## src/rtl/fwd_hazard_ctrl.sv

```systemverilog
// Forwarding and load-use hazard controller for the EX stage of a 5-stage MIPS core.
// Registers the EX operand forwarding selects and inserts one bubble per load-use hazard.
module fwd_hazard_ctrl #(
    parameter int unsigned REG_ADDR_W   = 5,
    parameter int unsigned NUM_ZERO_REG = 0
) (
    input  logic                  clk,
    input  logic                  rst,
    input  logic                  id_valid,
    input  logic [REG_ADDR_W-1:0] id_rs,
    input  logic [REG_ADDR_W-1:0] id_rt,
    input  logic                  id_use_rs,
    input  logic                  id_use_rt,
    input  logic                  id_wreg,
    input  logic [REG_ADDR_W-1:0] id_waddr,
    input  logic                  id_is_load,
    input  logic                  hold,
    input  logic                  flush,
    output logic                  stall_id,
    output logic                  ex_valid,
    output logic                  control_rdata_a,
    output logic                  control_rdata_b,
    output logic                  state_lu
);

    typedef enum logic {
        S_IDLE      = 1'b0,
        S_LU_BUBBLE = 1'b1
    } state_t;

    state_t                r_state;
    state_t                w_state_nxt;

    logic                  r_ex_valid;
    logic                  r_ex_wreg;
    logic                  r_ex_is_load;
    logic [REG_ADDR_W-1:0] r_ex_waddr;
    logic                  r_sel_a;
    logic                  r_sel_b;

    logic [REG_ADDR_W-1:0] w_zero;
    logic                  w_ex_writes;
    logic                  w_hit_a;
    logic                  w_hit_b;
    logic                  w_stall;
    logic                  w_kill;

    assign w_zero      = REG_ADDR_W'(NUM_ZERO_REG);
    assign w_ex_writes = r_ex_valid & r_ex_wreg;

    assign w_hit_a = id_valid & id_use_rs & (id_rs != w_zero) & w_ex_writes & (r_ex_waddr == id_rs);
    assign w_hit_b = id_valid & id_use_rt & (id_rt != w_zero) & w_ex_writes & (r_ex_waddr == id_rt);

    assign w_stall = ~rst & (w_hit_a | w_hit_b) & r_ex_is_load & ~flush;
    assign w_kill  = flush | w_stall;

    always_comb begin
        w_state_nxt = r_state;
        if (flush) begin
            w_state_nxt = S_IDLE;
        end else if (w_stall) begin
            w_state_nxt = S_LU_BUBBLE;
        end else begin
            w_state_nxt = S_IDLE;
        end
    end

    // The producer in EX moves to MEM/WB on the same edge the select is registered,
    // so the EX slot alone determines forwarding; no separate MEM/WB slot is needed.
    always_ff @(posedge clk) begin
        if (rst) begin
            r_state      <= S_IDLE;
            r_ex_valid   <= 1'b0;
            r_ex_wreg    <= 1'b0;
            r_ex_is_load <= 1'b0;
            r_ex_waddr   <= '0;
            r_sel_a      <= 1'b0;
            r_sel_b      <= 1'b0;
        end else if (!hold) begin
            r_state <= w_state_nxt;
            if (w_kill) begin
                r_ex_valid   <= 1'b0;
                r_ex_wreg    <= 1'b0;
                r_ex_is_load <= 1'b0;
                r_ex_waddr   <= '0;
                r_sel_a      <= 1'b0;
                r_sel_b      <= 1'b0;
            end else begin
                r_ex_valid   <= id_valid;
                r_ex_wreg    <= id_wreg;
                r_ex_is_load <= id_is_load;
                r_ex_waddr   <= id_waddr;
                r_sel_a      <= w_hit_a & ~r_ex_is_load;
                r_sel_b      <= w_hit_b & ~r_ex_is_load;
            end
        end
    end

    assign stall_id        = w_stall;
    assign ex_valid        = r_ex_valid;
    assign control_rdata_a = r_sel_a;
    assign control_rdata_b = r_sel_b;
    assign state_lu        = (r_state == S_LU_BUBBLE);

endmodule

```

## config.mk

```make
export PLATFORM = sky130hd
export DESIGN_NAME = fwd_hazard_ctrl
export DESIGN_NICKNAME = d
export VERILOG_FILES = /design/src/rtl/fwd_hazard_ctrl.sv
export SDC_FILE = /design/constraint.sdc
export NUM_CORES = 1
export LEC_CHECK = 0
export ABC_AREA = 1
export BUFFER_PORTS_ARGS = -buffer_cell sky130_fd_sc_hd__buf_2
export CAP_MARGIN = 20
export CORE_MARGIN = 5
export CORE_UTILIZATION = 47
export DETAILED_ROUTE_END_ITERATION = 10
export HOLD_SLACK_MARGIN = 0.1
export PLACE_DENSITY = 0.74
export SLEW_MARGIN = 20
export SYNTH_ARGS = -nofsm -noshare
export SYNTH_HDL_FRONTEND = slang
export SYNTH_SLANG_ARGS = --single-unit
```

## constraint.sdc

```tcl
create_clock -name clk -period 1.6 [get_ports clk]
set_input_delay 0.24 -clock clk [delete_from_list [all_inputs] [get_ports clk]]
set_output_delay 0.24 -clock clk [all_outputs]
set_load 0.02 [all_outputs]
```

# Yosys cells after proc, flatten, opt, wreduce, memory -nomap -nowiden
# Cells that the tools add are included.
[totals]
ff_bits = 11
wordCells = 38
[op_classes]
eq_ne = 2
muxes = 8
bitwise_logic = 19
n_reduce_logical = 2
[ops]
columns = ["op", "n"]
rows = [
  ["bitwise AND 1 bit", 14],
  ["== test 5 bit", 2],
  ["nonzero test 5 bit", 2],
  ["2-to-1 mux 1 bit", 7],
  ["2-to-1 mux 5 bit", 1],
  ["inverter 1 bit", 3],
  ["bitwise OR 1 bit", 2],
]

# Depth between registers and ports, before layout
# Gate-level depths: netlist of the first run.
[depth]
depth_word = 10
mapped_depth = 11

# Worst setup path before layout of the first run
# No wires, ideal clock.
[synth_timing]
path_kind = "register -> output"
startpoint = "register r_ex_valid, in the netlist ex_valid"
endpoint = "output stall_id"
arrival_ns = 1.174
path_slack_ns = 0.186
stages_incl_launch_ff = 9
path_buffers = 0
cell_sequence = "dfxtp_1 > nand2_1 > clkinv_1 > nand3_1 > nor2_1 > nand3_2 > nand2_4 > nand3_2 > inv_1"
[synth_between]
elab_chain_len = 7
word_cells_on_any_way = 9
cone_classes = "bitwise (9)"
[synth_rtl]
columns = ["item", "line", "text"]
rows = [
  ["start: declaration", "34", "logic r_ex_valid;"],
  ["start signal: assignment", "89", "r_ex_valid <= id_valid;"],
  ["bitwise AND 1 bit *", "49", "assign w_ex_writes = r_ex_valid & r_ex_wreg;"],
  ["bitwise AND 1 bit (on tied branches) (2 in a row)", "51, 52", ""],
  ["bitwise OR 1 bit *", "54", "assign w_stall = ~rst & (w_hit_a | w_hit_b) & r_ex_is_load & ~flush;"],
  ["bitwise AND 1 bit * (3 in a row)", "54", ""],
  ["end: declaration", "19", "output logic stall_id,"],
]
# Every way passes the cells marked *; elsewhere a longest branch is shown, timed or not.

# Worst setup path in the final report of the first run
[layout_timing]
startpoint = "register r_ex_waddr[4]"
endpoint = "output stall_id"
[layout_between]
elab_chain_len = 6
word_cells_on_any_way = 8
cone_classes = "eq/ne (2); bitwise (6)"
[layout_rtl]
columns = ["item", "line", "text"]
rows = [
  ["start: declaration", "37", "logic [REG_ADDR_W-1:0] r_ex_waddr;"],
  ["start signal: assignment", "92", "r_ex_waddr <= id_waddr;"],
  ["== test 5 bit (on tied branches)", "51, 52", ""],
  ["bitwise AND 1 bit (on tied branches)", "51, 52", ""],
  ["bitwise OR 1 bit *", "54", ""],
  ["bitwise AND 1 bit * (3 in a row)", "54", ""],
]
# Marks and branches as above.

==> results.py, run 1 <==
metrics = {
    "clocking": {
        "cts_tree": "built",
        "cts-root-buf": "clkbuf_4",
        "clk_latency_ps": 270,
        "ctsHtreeMaxLevel": 1,
        "cts_sinks": 11,
        "cts_hold_buf": 0,
        "cts-buffers-inserted": 3,
        "clock_path_buffers": 2,
        "path_clk_slew_ps": 70,
    },
    "setup_path": {
        "crit_family": "simple AND/OR/NAND/NOR gates",
        "worst-path-buf-inv": 4,
        "cp_slowest_cell": "dfxtp_2",
        "critPathMaxFanout": 3,
        "setup.worst_path.start": "r_ex_waddr[4]",
        "arrival_ps": 1420,
        "crit_top_cell": "nand2_1",
        "rr_startpoint": "r_ex_waddr[4]",
        "critical_path.max_stage_delay_ps": 340,
        "crit_type": "register to output port",
        "path_cells": "inv_2 > nand2_1 > nand2_1 > inv_1 > nand2_1 > nor2_2 > nand3_2 > nand2_4 > nand3_4 > inv_2 > buf_6",
        "crit_required_ps": 1360,
        "cp-end-kind": "output port",
        "startpoint_type": "register",
    },
    "placement": {
        "io_buffer_count": 28,
        "dp.cells": 173,
        "dp_hpwl_um": 1460,
        "gp_congestion": 0.840,
    },
    "sta": {
        "fmax_mhz": 603,
        "finalSetupViolCount": 1,
        "tns_ps": -57.6,
        "maxSlewViolCount": 0,
        "fin_skew_ps": 4.19,
        "worst_slack_ps": -57.6,
        "tightest_slew_ps": 304,
        "timing.final.crit_share_pct": 104,
        "post-route-min-period_ps": 1660,
        "relSlewSlack_pct": 79.7,
        "rsz0062_at_grt": "true",
        "hold_violations": 0,
    },
    "global_routing": {
        "grt_pass1_wl_um": 3610,
        "antenna_found_initial": 0,
        "grt_pass1_vias": 864,
        "grt-ovfl-total": 0,
        "grt_max_degree": 19,
        "track_usage_pct": 17.7,
    },
    "detailed_routing": {
        "wl_per_cell_um": 11.1,
        "ant_nets": 0,
        "drtIter0Drc": 12,
        "first_pass_iters": 4,
        "wl_um": 2040,
        "drc": 0,
        "viasPerCell": 4.83,
        "vias": 888,
    },
    "die": {
        "die-area_um2": 2550,
        "die_h_um": 50.5,
        "fp.dieW_um": 50.5,
        "core_um2": 1520,
        "initial_utilization_pct": 50.5,
        "pin_count": 29,
        "rows": 14,
    },
    "logic_synthesis": {
        "syn-mean-instance-area_um2": 5.92,
        "ys.flop_type": "dfxtp_1",
        "yosys-top-cells-area": "dfxtp_1 29%, nand2_1 18%, inv_1 12%",
        "yosysWarnings": 0,
        "synth_cell_types": 20,
        "ys_ff_latch": 11,
        "syn_nets": 154,
        "synth.most_common_cell": "nand2_1",
        "syn_inst": 130,
        "synth_top_area_share_pct": 28.6,
        "synth.cell_area_um2": 769,
        "yosysTopAreaCell": "dfxtp_1",
        "synth_common_cells": "37 x nand2_1, 25 x inv_1, 13 x nand3_1, 12 x nor2_1, 11 x dfxtp_1",
        "synth-edff-count": 0,
        "seq_area_frac_synth_pct": 28.6,
        "synthArstFlopShare_pct": 0,
    },
    "layout": {
        "finalNonFillerCells": 184,
        "fin_util_pct": 67.8,
        "fill_cells": 145,
        "area_growth_pct": 34.3,
        "nNetsFinal": 193,
        "n_antenna_cell": 0,
        "layout-drive-gt1-share_pct": 36.9,
    },
    "power": {
        "clock_power_share_pct": 31.4,
        "seq_power_share_pct": 48.6,
        "powerDensity_nw_per_um2": 581,
        "vdd_drop_max_uv": 483,
        "netSwitchingFraction_pct": 28.3,
        "power.internal_uw": 430,
        "leakage_nw": 0.568,
        "combPwrFrac_pct": 20.0,
        "p_switching_uw": 170,
    },
    "run": {
        "cap_viol_max_count": 0,
    },
    "worst_hold_path": {
        "hold_path.class": "input port to register",
        "hp-start": "id_is_load",
    },
    "status": {
        "violations": "setup timing",
        "status": "finished with violations",
    },
}
## metal layers
layer	wire length [um]	track usage, %	vias up
li1	-	-	470
met4	44	8.94	0
met5	0	0	-
met3	147	2.66	7
met1	797	21.7	381
met2	1050	29.5	30
## final timing paths
kind / to / slack, ps / cells after the start
max: stall_id / -60 / 11
min: r_ex_is_load / 230 / 3
max reg2reg: r_ex_waddr[3] / 150 / 13
min reg2reg: control_rdata_a / 470 / 2
## flip-flops by register name, indices dropped and copies added (netlist names)
signal,count
ex_valid,1
state_lu,1
r_ex_waddr,5
r_ex_is_load,1
control_rdata_b,1
r_ex_wreg,1
control_rdata_a,1
## layout by cell type, fill, tap and decap left out, types with 2 or more instances in the layout
| cell | n |
|---|---|
| nand3_1 | 13 |
| buf_2 | 27 |
| clkbuf_4 | 3 |
| a21oi_2 | 2 |
| nand2_4 | 2 |
| buf_4 | 9 |
| nand3_2 | 3 |
| dfxtp_1 | 6 |
| inv_2 | 4 |
| nor2_2 | 3 |
| a21oi_1 | 8 |
| inv_1 | 23 |
| nand2_1 | 37 |
| dfxtp_2 | 5 |
| clkinv_1 | 2 |
| o21ai_1 | 2 |
| nor2_1 | 11 |
## worst min-delay path, cell delays in order
cell	delay [ps]
buf_2	90
nand3_1	60
o21ai_1	60
## cell type report
cell class                      count  area, um^2  share of cell area, %
Clock buffer                        4        26.3                   2.54
Inverter                           29         109                   10.5
Multi-Input combinational cell     87         438                   42.4
Sequential cell                    11         226                   21.9
Tap cell                           16        20.0                   1.94
Timing Repair Buffer               37         214                   20.7
## metrics by stage
step,cell area [um^2],hold slack [ps],setup WS [ps],power [mW]
floorplan,769,405,186,0.362
global placement,932,454,155,0.409
detailed placement,932,462,131,0.412
CTS,1010,226,-61.9,0.605
global route,1030,239,-150,0.640
finish,1030,229,-57.6,0.600
## power groups by stage
stage	clock network (mW)	registers, mW	logic [mW]
detailed placement	0	0.296	0.115
global placement	0	0.296	0.113
floorplan	0	0.297	0.0650
CTS	0.195	0.291	0.118
global route	0.210	0.293	0.137
finish	0.189	0.292	0.120
## logic make-up (layout without fill, tap and decap cells)
family                 count (synthesis)  after routing  share of synthesized area [%]
AO/OA/AOI/OAI                         13             13                           9.43
flip-flops                            11             11                           28.6
XOR/XNOR                               1              1                           1.14
buffers and inverters                 32             70                           15.8
AND/OR/NAND/NOR                       73             73                           45.0
## timing repair
action                                  in CTS  in global routing
gates resized for setup                      9                  2
buffers inserted                             4                  3
cloned                                       0                  0
pin swaps                                    3                  2
endpoints found under the setup margin       1                  1
(Power assumes the default switching activity.)
==> inputs of run 2 (changes only) <==
--- a/config.mk
+++ b/config.mk
@@ -8,8 +8,10 @@
 export ABC_AREA = 1
 export BUFFER_PORTS_ARGS = -buffer_cell sky130_fd_sc_hd__buf_2
 export CAP_MARGIN = 20
+export CELL_PAD_IN_SITES_DETAIL_PLACEMENT = 0
+export CELL_PAD_IN_SITES_GLOBAL_PLACEMENT = 1
 export CORE_MARGIN = 5
-export CORE_UTILIZATION = 47
+export CORE_UTILIZATION = 31
 export DETAILED_ROUTE_END_ITERATION = 10
 export HOLD_SLACK_MARGIN = 0.1
 export PLACE_DENSITY = 0.74
==> run 2 against run 1 <==
Effect of this change:
- the flow still finishes with violations (setup timing)
- clock power decreased by 2%
- flip-flop and latch count unchanged
- power decreased by 1.0%
- core utilization decreased by 24 points
==> results.py, run 2 (same netlist as run 1, synthesis figures left out) <==
metrics = {
    "status": {
        "status": "finished with violations",
        "violations": "setup timing",
    },
    "die": {
        "die_h_um": 59.8,
        "die-area_um2": 3580,
        "core_um2": 2430,
        "fp.dieW_um": 59.8,
        "pin_count": 29,
        "initial_utilization_pct": 31.6,
        "rows": 18,
    },
    "sta": {
        "finalSetupViolCount": 1,
        "hold_violations": 0,
        "fmax_mhz": 612,
        "timing.final.crit_share_pct": 102,
        "relSlewSlack_pct": 79.5,
        "post-route-min-period_ps": 1630,
        "timing.hold.ws_ps": 238,
        "maxSlewViolCount": 0,
        "fin_skew_ps": 5.39,
        "rsz0062_at_grt": "true",
        "worst_slack_ps": -32.8,
        "tightest_slew_ps": 308,
    },
    "placement": {
        "io_buffer_count": 28,
        "detailedPlace.worstSlack_ps": 102,
        "gp_congestion": 0.734,
        "dp_hpwl_um": 1550,
    },
    "setup_path": {
        "setup.worst_path.start": "r_ex_waddr[3]",
        "critPathMaxFanout": 4,
        "rr_startpoint": "r_ex_waddr[4]",
        "crit_required_ps": 1360,
        "cp-end-kind": "output port",
        "crit_type": "register to output port",
        "startpoint_type": "register",
        "arrival_ps": 1390,
    },
    "layout": {
        "final_common_cell": "nand2_1",
        "n_antenna_cell": 0,
        "fin_util_pct": 43.6,
        "layout-drive-gt1-share_pct": 38.1,
        "nNetsFinal": 193,
        "regMostFlops": "r_ex_waddr",
        "area_growth_pct": 37.7,
        "largest_register_ffs": 5,
        "most-common-layout-cells": "36 x nand2_1, 27 x buf_2, 23 x inv_1",
    },
    "detailed_routing": {
        "wl_per_cell_um": 9.87,
        "first_pass_iters": 4,
        "vias": 841,
        "wl_um": 1960,
        "drc": 0,
        "drtIter0Drc": 27,
        "viasPerCell": 4.25,
        "ant_nets": 0,
    },
    "global_routing": {
        "met3_usage_pct": 3.24,
        "grt_pass1_vias": 847,
        "grt_pass1_wl_um": 3370,
        "track_usage_pct": 12.4,
        "grt-ovfl-total": 0,
        "antenna_found_initial": 0,
        "grt_util_met1_pct": 14.6,
        "grt-busiest-layer": "met2",
        "use_met2_pct": 20.4,
        "grt_max_degree": 19,
    },
    "clocking": {
        "cts-root-buf": "clkbuf_4",
        "cts-buffers-inserted": 3,
        "cts_sinks": 11,
        "cts_tree": "built",
        "clock_path_buffers": 2,
        "ctsHtreeMaxLevel": 1,
        "clk_latency_ps": 270,
        "path_clk_slew_ps": 70,
    },
    "power": {
        "power_uw": 594,
        "combPwrFrac_pct": 20.2,
        "clock_power_share_pct": 31.1,
        "leakage_nw": 0.570,
        "netSwitchingFraction_pct": 27.7,
        "p_switching_uw": 165,
        "vdd_drop_max_uv": 331,
        "seq_power_share_pct": 48.7,
        "power.internal_uw": 430,
        "powerDensity_nw_per_um2": 561,
    },
    "run": {
        "cap_viol_max_count": 0,
    },
    "worst_hold_path": {
        "hp-start": "id_is_load",
        "hold_path.class": "input port to register",
    },
}
-- run 2: routing by layer --
layer	wire, um	part of all wire [%]
met5	0	0
met4	33	1.7
met3	156	8.0
met2	866	44
met1	898	46
-- run 2: metrics by stage --
| step | instance area (um^2) | cells | setup TNS, ps |
|---|---|---|---|
| global route | 1060 | 198 | -556 |
| global placement | 950 | 187 | 0 |
| finish | 1060 | 198 | -32.8 |
| detailed placement | 950 | 187 | 0 |
| CTS | 1030 | 196 | -61.5 |
| floorplan | 769 | 130 | 0 |
-- run 2: power by group through the flow --
| stage | clock network (mW) | logic [mW] | registers (mW) |
|---|---|---|---|
| final | 0.185 | 0.120 | 0.290 |
| after global placement | 0 | 0.115 | 0.296 |
| after detailed placement | 0 | 0.116 | 0.296 |
| after global routing | 0.213 | 0.137 | 0.291 |
| after CTS | 0.197 | 0.117 | 0.291 |
| after floorplan | 0 | 0.0650 | 0.297 |
-- run 2: final timing paths --
| check | to | slack, ps | cells after the start |
|---|---|---|---|
| max reg2reg | r_ex_waddr[1] | 70 | 12 |
| min reg2reg | control_rdata_a | 470 | 2 |
| min | r_ex_is_load | 240 | 3 |
| max | stall_id | -30 | 10 |
-- run 2: timing repair --
| item | CTS | global route |
|---|---|---|
| endpoints found under the setup margin | 1 | 1 |
| hold buffers | 0 | 0 |
| gates cloned | 0 | 0 |
| pin swaps | 4 | 3 |
| gates resized for setup | 10 | 4 |
| setup buffers | 5 | 2 |
-- run 2: worst max-delay path: stages (launching register included) --
cell and delay, ps:
dfxtp_2 340, inv_2 50, nand2_1 40, nand2_1 50, nand2_1 60, nor2_2 130, nand3_2 120, nand2_4 100
nand3_4 70, inv_2 60, buf_6 110
-- run 2: layout make-up --
class / count / area [um^2]
Inverter: 29 / 109
Timing Repair Buffer: 37 / 214
Tap cell: 30 / 37.5
Sequential cell: 11 / 229
Multi-Input combinational cell: 87 / 444
Fill cell: 269 / 1370
Clock buffer: 4 / 26.3
